## src/rtl/fir_pkg.sv

```systemverilog
// Shared FIR definitions: default geometry, coefficient saturation constants
// and the coefficient-loader state encoding.
package fir_pkg;

    localparam int FIR_TAPS        = 128;
    localparam int FIR_COEFF_WIDTH = 16;
    localparam int FIR_ADDR_WIDTH  = 7;

    // Most negative coefficient and the value it is clamped to, so that the
    // stored table is symmetric around zero.
    localparam logic [FIR_COEFF_WIDTH-1:0] COEFF_MIN = 16'h8000;
    localparam logic [FIR_COEFF_WIDTH-1:0] COEFF_SAT = 16'h8001;

    typedef enum logic [1:0] {
        IDLE   = 2'd0,
        LOAD   = 2'd1,
        MIRROR = 2'd2,
        DONE   = 2'd3
    } loader_state_e;

endpackage

```

## src/rtl/coeff_loader.sv

```systemverilog
// coeff_loader: write-side sequencer for the FIR coefficient RAM.
// Accepts a start-framed burst of coefficients on a valid/ready stream and
// writes them to consecutive RAM addresses, one cycle after acceptance.
// Build option COEFF_LOADER_SYMMETRIC_EN: linear-phase load, only TAPS/2
// beats are taken and each beat is also written to its mirror address
// TAPS-1-k in a dedicated MIRROR cycle.
module coeff_loader
    import fir_pkg::*;
#(
    parameter int TAPS        = FIR_TAPS,
    parameter int COEFF_WIDTH = FIR_COEFF_WIDTH,
    parameter int ADDR_WIDTH  = FIR_ADDR_WIDTH
) (
    input  logic                   clk,
    input  logic                   rst_n,
    input  logic                   start,
    input  logic                   abort,
    input  logic                   s_valid,
    output logic                   s_ready,
    input  logic [COEFF_WIDTH-1:0] s_data,
    output logic                   wr_en,
    output logic [ADDR_WIDTH-1:0]  wr_addr,
    output logic [COEFF_WIDTH-1:0] wr_data,
    output logic                   busy,
    output logic                   done,
    output logic                   sat_flag,
    output logic                   abort_flag
);

    localparam logic [ADDR_WIDTH-1:0] ZERO_IDX_C  = {ADDR_WIDTH{1'b0}};
    localparam logic [ADDR_WIDTH-1:0] ONE_IDX_C   = ADDR_WIDTH'(1);
    localparam logic [ADDR_WIDTH-1:0] TOP_ADDR_C  = ADDR_WIDTH'(TAPS - 1);
`ifdef COEFF_LOADER_SYMMETRIC_EN
    localparam logic [ADDR_WIDTH-1:0] LAST_IDX_C  = ADDR_WIDTH'(TAPS / 2 - 1);
`else
    localparam logic [ADDR_WIDTH-1:0] LAST_IDX_C  = ADDR_WIDTH'(TAPS - 1);
`endif
    localparam logic [COEFF_WIDTH-1:0] MIN_C = {1'b1, {(COEFF_WIDTH-1){1'b0}}};
    localparam logic [COEFF_WIDTH-1:0] SAT_C = {1'b1, {(COEFF_WIDTH-2){1'b0}}, 1'b1};

    loader_state_e           state_r;
    loader_state_e           state_nxt_s;
    logic [ADDR_WIDTH-1:0]   index_r;
    logic [ADDR_WIDTH-1:0]   index_nxt_s;

    logic                    s_ready_r,    s_ready_nxt_s;
    logic                    wr_en_r,      wr_en_nxt_s;
    logic [ADDR_WIDTH-1:0]   wr_addr_r,    wr_addr_nxt_s;
    logic [COEFF_WIDTH-1:0]  wr_data_r,    wr_data_nxt_s;
    logic                    busy_r,       busy_nxt_s;
    logic                    done_r,       done_nxt_s;
    logic                    sat_flag_r,   sat_flag_nxt_s;
    logic                    abort_flag_r, abort_flag_nxt_s;

    logic                    accept_s;
    logic                    is_min_s;
    logic [COEFF_WIDTH-1:0]  data_sat_s;

    // s_ready_r is high exactly while in LOAD, so it doubles as the accept qualifier.
    assign accept_s   = s_valid && s_ready_r;
    assign is_min_s   = (s_data == MIN_C);
    assign data_sat_s = is_min_s ? SAT_C : s_data;

    // State and beat-index register.
    always_ff @(posedge clk or negedge rst_n) begin
        if (!rst_n) begin
            state_r <= IDLE;
            index_r <= ZERO_IDX_C;
        end else begin
            state_r <= state_nxt_s;
            index_r <= index_nxt_s;
        end
    end

    // Next-state and index sequencing; abort always returns to IDLE.
    always_comb begin
        state_nxt_s = state_r;
        index_nxt_s = index_r;
        case (state_r)
            IDLE: begin
                if (start && !abort) begin
                    state_nxt_s = LOAD;
                    index_nxt_s = ZERO_IDX_C;
                end else begin
                    state_nxt_s = IDLE;
                end
            end
            LOAD: begin
                if (abort) begin
                    state_nxt_s = IDLE;
                end else if (accept_s) begin
`ifdef COEFF_LOADER_SYMMETRIC_EN
                    state_nxt_s = MIRROR;
`else
                    if (index_r == LAST_IDX_C) begin
                        state_nxt_s = DONE;
                    end else begin
                        index_nxt_s = index_r + ONE_IDX_C;
                    end
`endif
                end else begin
                    state_nxt_s = LOAD;
                end
            end
            MIRROR: begin
                if (abort) begin
                    state_nxt_s = IDLE;
                end else if (index_r == LAST_IDX_C) begin
                    state_nxt_s = DONE;
                end else begin
                    state_nxt_s = LOAD;
                    index_nxt_s = index_r + ONE_IDX_C;
                end
            end
            DONE: begin
                state_nxt_s = IDLE;
            end
            default: begin
                state_nxt_s = IDLE;
            end
        endcase
    end

    // Next values of the registered outputs, decided from the current state.
    always_comb begin
        s_ready_nxt_s    = (state_nxt_s == LOAD);
        busy_nxt_s       = (state_nxt_s != IDLE);
        wr_en_nxt_s      = 1'b0;
        wr_addr_nxt_s    = wr_addr_r;
        wr_data_nxt_s    = wr_data_r;
        done_nxt_s       = 1'b0;
        sat_flag_nxt_s   = sat_flag_r;
        abort_flag_nxt_s = abort_flag_r;
        case (state_r)
            IDLE: begin
                if (start && !abort) begin
                    sat_flag_nxt_s   = 1'b0;
                    abort_flag_nxt_s = 1'b0;
                end else begin
                    sat_flag_nxt_s   = sat_flag_r;
                end
            end
            LOAD: begin
                if (abort) begin
                    abort_flag_nxt_s = 1'b1;
                end else if (accept_s) begin
                    wr_en_nxt_s    = 1'b1;
                    wr_addr_nxt_s  = index_r;
                    wr_data_nxt_s  = data_sat_s;
                    sat_flag_nxt_s = sat_flag_r | is_min_s;
                end else begin
                    wr_en_nxt_s    = 1'b0;
                end
            end
            MIRROR: begin
                // wr_data_r still holds the beat just written at index_r.
                if (abort) begin
                    abort_flag_nxt_s = 1'b1;
                end else begin
                    wr_en_nxt_s   = 1'b1;
                    wr_addr_nxt_s = TOP_ADDR_C - index_r;
                    wr_data_nxt_s = wr_data_r;
                end
            end
            DONE: begin
                done_nxt_s = 1'b1;
            end
            default: begin
                done_nxt_s = 1'b0;
            end
        endcase
    end

    // Output registers.
    always_ff @(posedge clk or negedge rst_n) begin
        if (!rst_n) begin
            s_ready_r    <= 1'b0;
            wr_en_r      <= 1'b0;
            wr_addr_r    <= ZERO_IDX_C;
            wr_data_r    <= {COEFF_WIDTH{1'b0}};
            busy_r       <= 1'b0;
            done_r       <= 1'b0;
            sat_flag_r   <= 1'b0;
            abort_flag_r <= 1'b0;
        end else begin
            s_ready_r    <= s_ready_nxt_s;
            wr_en_r      <= wr_en_nxt_s;
            wr_addr_r    <= wr_addr_nxt_s;
            wr_data_r    <= wr_data_nxt_s;
            busy_r       <= busy_nxt_s;
            done_r       <= done_nxt_s;
            sat_flag_r   <= sat_flag_nxt_s;
            abort_flag_r <= abort_flag_nxt_s;
        end
    end

    assign s_ready    = s_ready_r;
    assign wr_en      = wr_en_r;
    assign wr_addr    = wr_addr_r;
    assign wr_data    = wr_data_r;
    assign busy       = busy_r;
    assign done       = done_r;
    assign sat_flag   = sat_flag_r;
    assign abort_flag = abort_flag_r;

endmodule

```

## config.mk

```make
export PLATFORM = sky130hd
export DESIGN_NAME = coeff_loader
export DESIGN_NICKNAME = d
export VERILOG_FILES = /design/src/rtl/fir_pkg.sv /design/src/rtl/coeff_loader.sv
export SDC_FILE = /design/constraint.sdc
export NUM_CORES = 1
export LEC_CHECK = 0
export ABC_AREA = 1
export ABC_CLOCK_PERIOD_IN_PS = 1900
export CAP_MARGIN = 10
export CORE_MARGIN = 5
export CORE_UTILIZATION = 48
export CTS_CLUSTER_SIZE = 40
export DETAILED_ROUTE_END_ITERATION = 8
export HOLD_SLACK_MARGIN = 0.08
export PLACE_DENSITY = 0.79
export SETUP_SLACK_MARGIN = 0.1
export SLEW_MARGIN = 20
export SYNTH_ARGS = -nofsm -noshare
export SYNTH_HDL_FRONTEND = slang
export SYNTH_SLANG_ARGS = --single-unit
```

## constraint.sdc

```tcl
create_clock -name clk -period 1.9 [get_ports clk]
set_input_delay 0.57 -clock clk [delete_from_list [all_inputs] [get_ports clk]]
set_output_delay 0.57 -clock clk [all_outputs]
set_load 0.02 [all_outputs]
```

==> qor.yml <==
status: "finished clean"
ys_seq_area_share_pct: 50.33
yosys-top-cells-area: "dfrtp_1, nand2_1, inv_1"
grt_pass1_vias: 1444
portBuffers: 49
use_met2_pct: 25.75
post_cts_buffers: 0
grt_max_degree: 39
syn_inst: 224
drive_gt1_share_pct: 13.07
final_cell_mix: "nand2_1, dfrtp_1, inv_1, dlygate4sd2_1, nor2_1"
rsz0062_at_grt: "no"
gp_congestion: 0.8030
fin_nets: 308
vdd_ir_drop_max_mv: 0.6744
r2r_start: "state_r[1]"
antenna_left: 0
final_hold_viol_count: 0
grtUsageTotal_pct: 16.21
io_pins: 50
setup_violations: 0
place_area_mm2: 0.002464
drc: 0
synth_cell_types: 24
area_delta_synth_final_pct: 35.96
fin_crit_sh_pct: 87.11
final_cell_area_mm2: 0.002569
timing.setup.tns_ns: 0
use_met1_pct: 20.89
dp_hpwl_um: 3046
h-tree-depth: 2
postLayoutCoreUtil_pct: 68.62
cellPowerDensity_mw_per_mm2: 1442
dp_cells: 323
max_freq_mhz: 604.2
worst_clock_skew_ns: 0.006558
tightest_slew_ns: 0.4751
yosysTopAreaCellShare_pct: 50.33
drv_slew: 0
reg2reg_slack_ns: 0.37
syn_nets: 250
synth_area_mm2: 0.001889
cts.path.max_buffers: 2
vias: 1534
die_width_um: 72.74
cp_data_arrival_time_ns: 1.83
crit_path_end_kind: "flop"
p_leak_nw: 1.334
r2r_end: "index_r[3]"
clk_pin_slew_worst_paths_ns: 0.08
cp-start-kind: "primary input"
initial_core_util_pct: 50.47
final_common_cell: "nand2_1"
die_area_mm2: 0.005291
first_iter_violations: 60
syn_avg_cell_area_um2: 8.434
hold_class: "in2async"
yosysTopAreaCell: "dfrtp_1"
critical_path_class: "in2reg"
stdcell_count: 331
grt-ovfl-total: 0
antenna_found_initial: 0
crit_path_max_fanout: 12
max_slew_margin_pct: 68.33
grt_pass1_wl_um: 6644
fp.dieH_um: 72.74
row_count: 22
via_per_inst: 4.634
drt_wl_total_um: 3992
fin_crit_ns: 1.655
r2r_cells: 8
first_pass_iters: 4
cts_tree: "built"
wire_per_inst_um: 12.06
required_ns: 2.08
diodes: 0
core_mm2: 0.003744
maxCapViolCount: 0
synth_seq_cells: 38
cts_made_buffers: 5
grtUsageMet3_pct: 4.270
cts_sinks: 38
clkLatencyLatePin_ns: 0.29
busiest_layer: "met2"
hold_buffers: 0
cts_root_buf: "clkbuf_8"
yosysWarnings: 0
fillers: 326
==> area by class of cell <==
class	count	area [um2]	area share, %
tap	48	60.06	2.338
inverter	30	112.6	4.384
clock inverter	3	68.82	2.679
clock buffer	5	68.82	2.679
timing repair buffer	58	533.0	20.75
multi-input combinational	149	774.5	30.15
sequential	38	950.9	37.02
==> per-layer routing <==
| metal | wire [um] | share of wire, % |
|---|---|---|
| met5 | 0 | 0 |
| met4 | 71 | 1.8 |
| met1 | 1807 | 45 |
| met2 | 1893 | 47 |
| met3 | 221 | 5.5 |
==> synth_stat cells <==
library cell  instances
nand4_1               5
or2_2                 2
clkbuf_1              2
buf_6                 3
o31ai_1               1
dfrtp_1              38
clkbuf_2              1
nor2_2                3
nand2_2               4
nand3_1               8
o21ai_0              15
o21bai_1              2
inv_2                 2
o21ai_1               2
nand2_1              58
xnor2_1               7
nor2_4                2
a21oi_1               9
buf_2                 1
nor2_1               20
o21ai_2               4
ha_1                  5
inv_1                28
nand3_2               2
==> sequential cells by signal, indices dropped and copies added, names as in the netlist <==
signal,flops
index_r,7
wr_addr,7
wr_en,1
s_ready,1
busy,1
wr_data,16
abort_flag,1
sat_flag,1
done,1
state_r,2
==> per-stage QoR <==
stage	total power, mW	hold WS, ns	worst slack, ns
after floorplan	2.304	0.2744	0.3887
after global placement	3.075	0.4659	-0.01974
after detailed placement	3.116	0.4687	-0.07236
after CTS	3.749	0.3229	0.1147
after global routing	3.970	0.3468	0.1243
final	3.703	0.3103	0.2448
==> kinds of logic (layout without fill, tap and decap cells) <==
kind of cell               count (synthesis)  in the layout  synth area share (%)
adders and majority gates                  5              5                 3.311
xor gates and xnor gates                   7              7                 3.245
DFF                                       38             38                 50.33
AOI/OAI and AO/OA                         33             33                 9.933
and+or+nand+nor                          104            104                 24.50
buffers and inverters                     37             96                 8.675
==> timing repair <==
| action | CTS | global route |
|---|---|---|
| endpoints found under the hold margin | 0 | 0 |
| resized for setup | 28 | 1 |
| setup endpoints to repair | 28 | 1 |
==> worst max-delay path, cell delays in order <==
cell and delay (ns):
clkdlybuf4s50_1 0.48, inv_2 0.08, nand2_1 0.06, nand2_2 0.06, nand2_1 0.07, nor2_2 0.14
nand2_2 0.18, nand2_1 0.12, o21ai_2 0.06
==> where the power goes <==
group / switching [mW] / internal, mW
sequential: 0.177 / 1.12
clock: 0.303 / 0.526
combinational: 0.951 / 0.630
==> how the worst max path moves through the flow <==
stage	start	to	slack, ns	cells past startpoint
global placement	abort	index_r[3]	-0.02	9
floorplan	state_r[0]	index_r[2]	0.39	10
finish	abort	index_r[3]	0.24	9
global route	abort	index_r[2]	0.12	9
CTS	done	done	0.11	1
detailed placement	abort	index_r[3]	-0.07	9
(Power assumes the default switching activity.)
